[src/rtl/id_stage_param_pkg.sv]
// Shared decode constants, control bundle layout and the main/ALU-function decoders
// for the parametrised decode stage.
package id_stage_param_pkg;

  localparam logic [5:0] OP_RTYPE = 6'h00;
  localparam logic [5:0] OP_BEQ   = 6'h04;
  localparam logic [5:0] OP_BNE   = 6'h05;
  localparam logic [5:0] OP_ADDI  = 6'h08;
  localparam logic [5:0] OP_SLTI  = 6'h0a;
  localparam logic [5:0] OP_ANDI  = 6'h0c;
  localparam logic [5:0] OP_ORI   = 6'h0d;
  localparam logic [5:0] OP_XORI  = 6'h0e;
  localparam logic [5:0] OP_LUI   = 6'h0f;
  localparam logic [5:0] OP_LW    = 6'h23;
  localparam logic [5:0] OP_SW    = 6'h2b;

  localparam logic [5:0] F_ADD = 6'h20;
  localparam logic [5:0] F_SUB = 6'h22;
  localparam logic [5:0] F_AND = 6'h24;
  localparam logic [5:0] F_OR  = 6'h25;
  localparam logic [5:0] F_XOR = 6'h26;
  localparam logic [5:0] F_NOR = 6'h27;
  localparam logic [5:0] F_SLT = 6'h2a;

  localparam logic [3:0] ALU_AND = 4'b0000;
  localparam logic [3:0] ALU_OR  = 4'b0001;
  localparam logic [3:0] ALU_ADD = 4'b0010;
  localparam logic [3:0] ALU_XOR = 4'b0011;
  localparam logic [3:0] ALU_LUI = 4'b0100;
  localparam logic [3:0] ALU_SUB = 4'b0110;
  localparam logic [3:0] ALU_SLT = 4'b0111;
  localparam logic [3:0] ALU_NOR = 4'b1100;

  localparam logic [1:0] BYP_RF  = 2'd0;
  localparam logic [1:0] BYP_EX  = 2'd1;
  localparam logic [1:0] BYP_MEM = 2'd2;

  localparam logic [1:0] BR_NONE = 2'd0;
  localparam logic [1:0] BR_EQ   = 2'd1;
  localparam logic [1:0] BR_NE   = 2'd2;

  localparam int unsigned EX_R_FORMAT   = 0;
  localparam int unsigned EX_ALU_SRC    = 1;
  localparam int unsigned MEM_READ      = 0;
  localparam int unsigned MEM_WRITE     = 1;
  localparam int unsigned MEM_BR_LO     = 2;
  localparam int unsigned WB_MEM_TO_REG = 0;
  localparam int unsigned WB_REG_WRITE  = 1;

  typedef struct packed {
    logic       r_format;
    logic       alu_src_imm;
    logic [1:0] branch_op;
    logic       mem_write;
    logic       mem_read;
    logic       reg_write;
    logic       mem_to_reg;
    logic       rs_used;
    logic       rt_used;
    logic       zext_imm;
  } ctrl_t;

  function automatic ctrl_t main_ctrl_dec(input logic [5:0] opcode);
    ctrl_t c;
    c = '0;
    case (opcode)
      OP_RTYPE: begin
        c.r_format = 1'b1; c.reg_write = 1'b1; c.rs_used = 1'b1; c.rt_used = 1'b1;
      end
      OP_LW: begin
        c.alu_src_imm = 1'b1; c.mem_read = 1'b1; c.reg_write = 1'b1;
        c.mem_to_reg = 1'b1; c.rs_used = 1'b1;
      end
      OP_SW: begin
        c.alu_src_imm = 1'b1; c.mem_write = 1'b1; c.rs_used = 1'b1; c.rt_used = 1'b1;
      end
      OP_BEQ: begin c.branch_op = BR_EQ; c.rs_used = 1'b1; c.rt_used = 1'b1; end
      OP_BNE: begin c.branch_op = BR_NE; c.rs_used = 1'b1; c.rt_used = 1'b1; end
      OP_ADDI, OP_SLTI: begin
        c.alu_src_imm = 1'b1; c.reg_write = 1'b1; c.rs_used = 1'b1;
      end
      OP_ANDI, OP_ORI, OP_XORI: begin
        c.alu_src_imm = 1'b1; c.reg_write = 1'b1; c.rs_used = 1'b1; c.zext_imm = 1'b1;
      end
      // lui reads no register; the rs field is don't-care
      OP_LUI: begin c.alu_src_imm = 1'b1; c.reg_write = 1'b1; end
      default: c = '0;
    endcase
    return c;
  endfunction

  function automatic logic [3:0] alu_funct_dec(input logic [5:0] opcode, input logic [5:0] funct);
    logic [3:0] f;
    f = ALU_ADD;
    case (opcode)
      OP_RTYPE: begin
        case (funct)
          F_SUB:   f = ALU_SUB;
          F_AND:   f = ALU_AND;
          F_OR:    f = ALU_OR;
          F_XOR:   f = ALU_XOR;
          F_NOR:   f = ALU_NOR;
          F_SLT:   f = ALU_SLT;
          default: f = ALU_ADD;
        endcase
      end
      OP_BEQ, OP_BNE: f = ALU_SUB;
      OP_SLTI:        f = ALU_SLT;
      OP_ANDI:        f = ALU_AND;
      OP_ORI:         f = ALU_OR;
      OP_XORI:        f = ALU_XOR;
      OP_LUI:         f = ALU_LUI;
      default:        f = ALU_ADD;
    endcase
    return f;
  endfunction

endpackage

[src/rtl/id_hazard_bypass.sv]
// Forwarding-select and load-use interlock for the two decode-stage sources.
module id_hazard_bypass
  import id_stage_param_pkg::*;
#(
  parameter int unsigned AW              = 5,
  parameter int unsigned LOAD_USE_CYCLES = 1,
  parameter int unsigned ZERO_REG        = 1
) (
  input  logic          in_valid,
  input  logic [AW-1:0] rs,
  input  logic [AW-1:0] rt,
  input  logic          rs_used,
  input  logic          rt_used,
  input  logic          ex_we,
  input  logic [AW-1:0] ex_rd,
  input  logic          ex_is_load,
  input  logic          mem_we,
  input  logic [AW-1:0] mem_rd,
  input  logic          mem_is_load,
  output logic [1:0]    bypass1,
  output logic [1:0]    bypass2,
  output logic          hazard_stall
);

  logic rs_live, rt_live;
  logic ld_rs, ld_rt;

  // r0 is hardwired when ZERO_REG, so it never forwards or interlocks
  assign rs_live = (ZERO_REG == 0) || (rs != '0);
  assign rt_live = (ZERO_REG == 0) || (rt != '0);

  assign bypass1 = (ex_we && ex_rd == rs && rs_live)   ? BYP_EX  :
                   (mem_we && mem_rd == rs && rs_live) ? BYP_MEM : BYP_RF;
  assign bypass2 = (ex_we && ex_rd == rt && rt_live)   ? BYP_EX  :
                   (mem_we && mem_rd == rt && rt_live) ? BYP_MEM : BYP_RF;

  assign ld_rs = rs_used && rs_live &&
                 ((ex_is_load && ex_rd == rs) ||
                  (LOAD_USE_CYCLES == 2 && mem_is_load && mem_rd == rs));
  assign ld_rt = rt_used && rt_live &&
                 ((ex_is_load && ex_rd == rt) ||
                  (LOAD_USE_CYCLES == 2 && mem_is_load && mem_rd == rt));

  assign hazard_stall = in_valid && (ld_rs || ld_rt);

endmodule

[src/rtl/id_stage_param.sv]
// Decode stage: register file with write-through, instruction decode, hazard/bypass
// selection and the ID/EX pipeline register.
module id_stage_param
  import id_stage_param_pkg::*;
#(
  parameter int unsigned XLEN            = 32,
  parameter int unsigned NREGS           = 32,
  parameter int unsigned LOAD_USE_CYCLES = 1,
  parameter int unsigned ZERO_REG        = 1,
  localparam int unsigned AW             = $clog2(NREGS)
) (
  input  logic            clk,
  input  logic            reset,
  input  logic            in_valid,
  input  logic [XLEN-1:0] in_pc,
  input  logic [31:0]     in_instr,
  input  logic            in_prediction,
  input  logic            flush,
  input  logic            cache_stall,
  input  logic            wb_we,
  input  logic [AW-1:0]   wb_rd,
  input  logic [XLEN-1:0] wb_data,
  input  logic            ex_we,
  input  logic [AW-1:0]   ex_rd,
  input  logic            ex_is_load,
  input  logic            mem_we,
  input  logic [AW-1:0]   mem_rd,
  input  logic            mem_is_load,
  output logic            hazard_stall,
  output logic            out_valid,
  output logic [XLEN-1:0] out_pc,
  output logic [XLEN-1:0] out_rs_data,
  output logic [XLEN-1:0] out_rt_data,
  output logic [XLEN-1:0] out_imm,
  output logic [AW-1:0]   out_rt,
  output logic [AW-1:0]   out_rd,
  output logic [1:0]      out_bypass1,
  output logic [1:0]      out_bypass2,
  output logic [3:0]      out_alu_funct,
  output logic [1:0]      out_ex_ctrl,
  output logic [3:0]      out_mem_ctrl,
  output logic [1:0]      out_wb_ctrl,
  output logic            out_prediction
);

  logic [XLEN-1:0] regs [NREGS];
  logic [AW-1:0]   rs, rt, rd;
  logic [15:0]     imm16;
  logic [XLEN-1:0] imm, rs_data, rt_data;
  ctrl_t           dec;
  logic [3:0]      alu_funct;
  logic [1:0]      ex_ctrl, wb_ctrl, bypass1, bypass2;
  logic [3:0]      mem_ctrl;
  logic [4:0]      unused_shamt;

  assign rs    = in_instr[21 +: AW];
  assign rt    = in_instr[16 +: AW];
  assign rd    = in_instr[11 +: AW];
  assign imm16 = in_instr[15:0];
  assign unused_shamt = in_instr[10:6];

  assign dec       = main_ctrl_dec(in_instr[31:26]);
  assign alu_funct = alu_funct_dec(in_instr[31:26], in_instr[5:0]);
  assign imm = dec.zext_imm ? {{(XLEN-16){1'b0}}, imm16} : {{(XLEN-16){imm16[15]}}, imm16};

  always_comb begin
    ex_ctrl = '0;
    ex_ctrl[EX_R_FORMAT] = dec.r_format;
    ex_ctrl[EX_ALU_SRC]  = dec.alu_src_imm;
    mem_ctrl = '0;
    mem_ctrl[MEM_READ]             = dec.mem_read;
    mem_ctrl[MEM_WRITE]            = dec.mem_write;
    mem_ctrl[MEM_BR_LO +: 2]       = dec.branch_op;
    wb_ctrl = '0;
    wb_ctrl[WB_MEM_TO_REG] = dec.mem_to_reg;
    wb_ctrl[WB_REG_WRITE]  = dec.reg_write;
  end

  // Same-cycle writeback is forwarded so the ID/EX register latches the new value
  always_comb begin
    rs_data = regs[rs];
    if (wb_we && wb_rd == rs) rs_data = wb_data;
    if (ZERO_REG != 0 && rs == '0) rs_data = '0;
    rt_data = regs[rt];
    if (wb_we && wb_rd == rt) rt_data = wb_data;
    if (ZERO_REG != 0 && rt == '0) rt_data = '0;
  end

  always_ff @(posedge clk) begin
    if (reset) begin
      for (int i = 0; i < NREGS; i++) regs[i] <= '0;
    end else if (wb_we && !(ZERO_REG != 0 && wb_rd == '0)) begin
      regs[wb_rd] <= wb_data;
    end
  end

  id_hazard_bypass #(
    .AW              (AW),
    .LOAD_USE_CYCLES (LOAD_USE_CYCLES),
    .ZERO_REG        (ZERO_REG)
  ) u_hazard_bypass (
    .in_valid     (in_valid),
    .rs           (rs),
    .rt           (rt),
    .rs_used      (dec.rs_used),
    .rt_used      (dec.rt_used),
    .ex_we        (ex_we),
    .ex_rd        (ex_rd),
    .ex_is_load   (ex_is_load),
    .mem_we       (mem_we),
    .mem_rd       (mem_rd),
    .mem_is_load  (mem_is_load),
    .bypass1      (bypass1),
    .bypass2      (bypass2),
    .hazard_stall (hazard_stall)
  );

  always_ff @(posedge clk) begin
    if (reset || flush) begin
      out_valid      <= 1'b0;
      out_pc         <= '0;
      out_rs_data    <= '0;
      out_rt_data    <= '0;
      out_imm        <= '0;
      out_rt         <= '0;
      out_rd         <= '0;
      out_bypass1    <= '0;
      out_bypass2    <= '0;
      out_alu_funct  <= '0;
      out_ex_ctrl    <= '0;
      out_mem_ctrl   <= '0;
      out_wb_ctrl    <= '0;
      out_prediction <= 1'b0;
    end else if (cache_stall) begin
      // global freeze: hold everything
    end else if (hazard_stall) begin
      out_valid      <= 1'b0;
      out_alu_funct  <= '0;
      out_ex_ctrl    <= '0;
      out_mem_ctrl   <= '0;
      out_wb_ctrl    <= '0;
      out_prediction <= 1'b0;
    end else begin
      out_valid      <= in_valid;
      out_pc         <= in_pc;
      out_rs_data    <= rs_data;
      out_rt_data    <= rt_data;
      out_imm        <= imm;
      out_rt         <= rt;
      out_rd         <= rd;
      out_bypass1    <= bypass1;
      out_bypass2    <= bypass2;
      out_alu_funct  <= in_valid ? alu_funct : 4'd0;
      out_ex_ctrl    <= in_valid ? ex_ctrl : 2'd0;
      out_mem_ctrl   <= in_valid ? mem_ctrl : 4'd0;
      out_wb_ctrl    <= in_valid ? wb_ctrl : 2'd0;
      out_prediction <= in_valid & in_prediction;
    end
  end

endmodule

[config.mk]
export PLATFORM = sky130hd
export DESIGN_NAME = id_stage_param
export DESIGN_NICKNAME = d
export VERILOG_FILES = /design/src/rtl/id_stage_param_pkg.sv /design/src/rtl/id_hazard_bypass.sv /design/src/rtl/id_stage_param.sv
export SDC_FILE = /design/constraint.sdc
export NUM_CORES = 2
export LEC_CHECK = 0
export ABC_CLOCK_PERIOD_IN_PS = 2450
export BUFFER_PORTS_ARGS = -buffer_cell sky130_fd_sc_hd__buf_2
export CELL_PAD_IN_SITES_DETAIL_PLACEMENT = 1
export CELL_PAD_IN_SITES_GLOBAL_PLACEMENT = 2
export CORE_MARGIN = 4
export CORE_UTILIZATION = 40
export CTS_CLUSTER_DIAMETER = 50
export CTS_CLUSTER_SIZE = 14
export DETAILED_ROUTE_END_ITERATION = 12
export HOLD_SLACK_MARGIN = 0.12
export PLACE_DENSITY_LB_ADDON = 0.3
export SYNTH_ARGS = -nofsm -noshare
export SYNTH_HDL_FRONTEND = slang
export SYNTH_SLANG_ARGS = --single-unit
[constraint.sdc]
create_clock -name clk -period 2.45 [get_ports clk]
set_input_delay 0.49 -clock clk [delete_from_list [all_inputs] [get_ports clk]]
set_output_delay 0.49 -clock clk [all_outputs]
set_load 0.02 [all_outputs]
==> metrics.txt <==
status finished clean; Longest Clk Path Bufs 3; vias after detailed routing around 41000; Vias/cell 6.14; share of the synthesized area in the top cell type 0.518; DIE WIDTH 393 um; period utilization 0.981; Worst Setup EP hazard_stall; peak supply drop 0.590 mV; Crit. End Element output port; WL/cell around 33 um; std cell rows between 100 and 150; Crit path required time 1.96 ns; Pins Over Slew Limit 0; RSZ-0062 raised after global routing no; initial antenna violation count 13; r2r endpoint out_rs_data[13]; H-tree depth 4; share of cells above drive strength 1 0.339; final wirelength approximately 220 mm; Final Hold Violating Endpoints 0; Syn Inst Count 4123; most common cell in the netlist edfxtp_1; root buf cell clkbuf_16; worst r2r src regs[29][13]; R2R setup slack 0.07 ns; Initial Utilization 0.402; Post-synth EDFFs 1024; register area 33500 um^2; Core Area roughly 150000 um^2; type of origin of the critical path input port; DR iter-0 viols 4367; Pwr per Cell Area 705 nW/um^2; Seq/Total Area, Yosys 0.563; Leak 0.0265 uW; worst slew pin tran 0.831 ns; final setup fails 0; top cells by area, synth edfxtp_1 52%, mux4_2 19%, and2_1 10%; critical path class input port to output port; die height roughly 400 um; worst-case clock skew 0.0278 ns; CTS tree built; Max Clk Rate slightly above 400 MHz; Critical Path Fanout Max 16; hpwl dp 144 mm; post-synthesis average cell area 14.4 um^2; Cells after DPL 6406; Congestion Overflow GR 0; CTS Buf Count 140; Sink Count 1159; Clock Latency Late Sink 0.78 ns; vias in the first global route 43200; Critical Path AT 1.91 ns; Hold Crit Class input port to flop; Period minus WS final between 2 and 2.5 ns; area leader, netlist edfxtp_1; Main synth FF type edfxtp_1; GP Congestion 0.847; largest net degree at the start of global routing 59; Cell variety after synth 47; first-pass GRT wire length between 300 and 400 mm; Fin Hold WS 0.193 ns; filler cell count 14300; Rel. slew slack 0.446; Post-synth top cells 1024 x edfxtp_1, 995 x and2_1, 512 x mux4_2; Synth warnings 0; Max Cap Violations 0; Cell Area, Synth 59400 um^2; ANT nets after route 0; Total Routing Usage GR 0.283; final std cells w/o fill slightly below 7000; Clock transition at path regs around 0.05 ns; worst setup path start in_instr[21]; DRT Pass-1 Iters 6; Die ar. 155000 um^2; area of the multi-input gates between 20000 and 25000 um^2; Post-route DRC 0; port bufs 277; final net count 4801; Area growth syn-to-layout 22.9%; top-level I/O count ~280; #FFs+latches synth 1159; Post-synth ARST share 0; FF-to-FF path depth 7
-- worst min-delay path by stage --
stage	startpoint	endpoint	slack [ns]	cells past startpoint
detailed placement	out_valid	out_valid	0.44	2
global route	in_instr[20]	out_rt[4]	0.19	4
finish	in_instr[20]	out_rt[4]	0.19	4
floorplan	out_valid	out_valid	0.52	2
CTS	in_instr[20]	out_rt[4]	0.14	4
global placement	out_valid	out_valid	0.43	2
-- cells in the final DEF, fill, tap and decap left out, drive strengths merged, types with 3 or more instances in the layout --
cell type / netlist / layout
a21oi: 59 / 59
a221o: 64 / 64
a22oi: 320 / 320
a32oi: 3 / 3
a41oi: 4 / 4
and2: 995 / 995
buf: 136 / 788
bufinv: 0 / 16
clkbuf: 328 / 161
clkinv: 0 / 38
clkinvlp: 0 / 17
conb: 1 / 32
dfxtp: 135 / 135
diode: 0 / 9
dlygate4sd3: 0 / 58
edfxtp: 1024 / 1024
inv: 8 / 35
mux4: 512 / 512
nand2: 268 / 268
nand2b: 5 / 5
nand3: 16 / 16
nand3b: 4 / 4
nand4: 7 / 7
nor2: 46 / 46
nor2b: 10 / 10
nor3: 8 / 8
nor4: 69 / 69
o21ai: 16 / 16
o31ai: 3 / 3
or2: 32 / 32
or3: 6 / 6
xnor2: 21 / 21
xor2: 10 / 10
-- logic make-up after synthesis --
| kind of cell | synth area share |
|---|---|
| mux | 0.194 |
| xor+xnor | 0.00457 |
| compound gates | 0.0603 |
| buf+inv | 0.0346 |
| flops | 0.563 |
| other cells | 0.0000632 |
| simple gates | 0.143 |
-- routing by layer --
layer	global-route usage	vias to the layer above	wire length, um
li1	-	16900	-
met1	0.363	21900	84200
met2	0.473	2072	107000
met3	0.0558	458	19600
met4	0.115	2	9340
met5	0	-	11
-- worst max-delay path, cell delays in order --
cell and delay (ns):
buf_12 0.14, buf_16 0.15, xnor2_2 0.15, nand3_2 0.09, or3_4 0.41, o22ai_4 0.18, buf_12 0.17, buf_8 0.12
-- power by group --
| part | internal [uW] | switching [uW] |
|---|---|---|
| logic | 2900 | 3580 |
| registers | 22500 | 572 |
| clock network | 12900 | 9030 |
| total | 38300 | 13200 |
-- state kept, by name, indices dropped and copies added, names as in the netlist --
name / flops
out_mem_ctrl: 4
out_ex_ctrl: 2
out_bypass1: 2
out_alu_funct: 4
out_imm: 17
out_rs_data: 32
regs: 1024
out_bypass2: 2
out_wb_ctrl: 1
out_prediction: 1
out_rt: 5
out_rt_data: 32
out_pc: 32
out_valid: 1
-- area by class of cell --
| type | count | area share |
|---|---|---|
| flip-flops and latches | 1159 | 0.458 |
| multi-input cells | 2523 | 0.333 |
| repair buffers | 847 | 0.108 |
| clock buffers | 161 | 0.0513 |
| well taps | 1930 | 0.0331 |
| clock inverters | 98 | 0.0151 |
| inverters | 8 | 0.000411 |
| diodes | 9 | 0.000309 |
-- timing repair --
item / in CTS / in global routing
gates resized for setup: 9 / 3
buffers inserted: 3 / 1
hold buffers: 58 / 0
hold endpoints to repair: 61 / 0
gates cloned: 1 / 0
pin swaps: 4 / 1
endpoints found under the setup margin: 1 / 4
-- metrics by stage --
stage / utilization / setup WS (ns) / setup TNS (ns) / power [uW] / cell area, um^2
after floorplan: - / -0.000577 / -0.0114 / 26700 / 59600
after global placement: 0.457 / -0.682 / -40.53 / 29600 / 67500
after detailed placement: 0.457 / -0.761 / -45.13 / 29800 / 67500
after CTS: 0.494 / 0.0329 / 0 / 51700 / 72900
after global routing: 0.494 / 0.00105 / 0 / 52900 / 73000
final: 0.494 / 0.0454 / 0 / 51500 / 73000
Power figures use the tool's default switching activity.
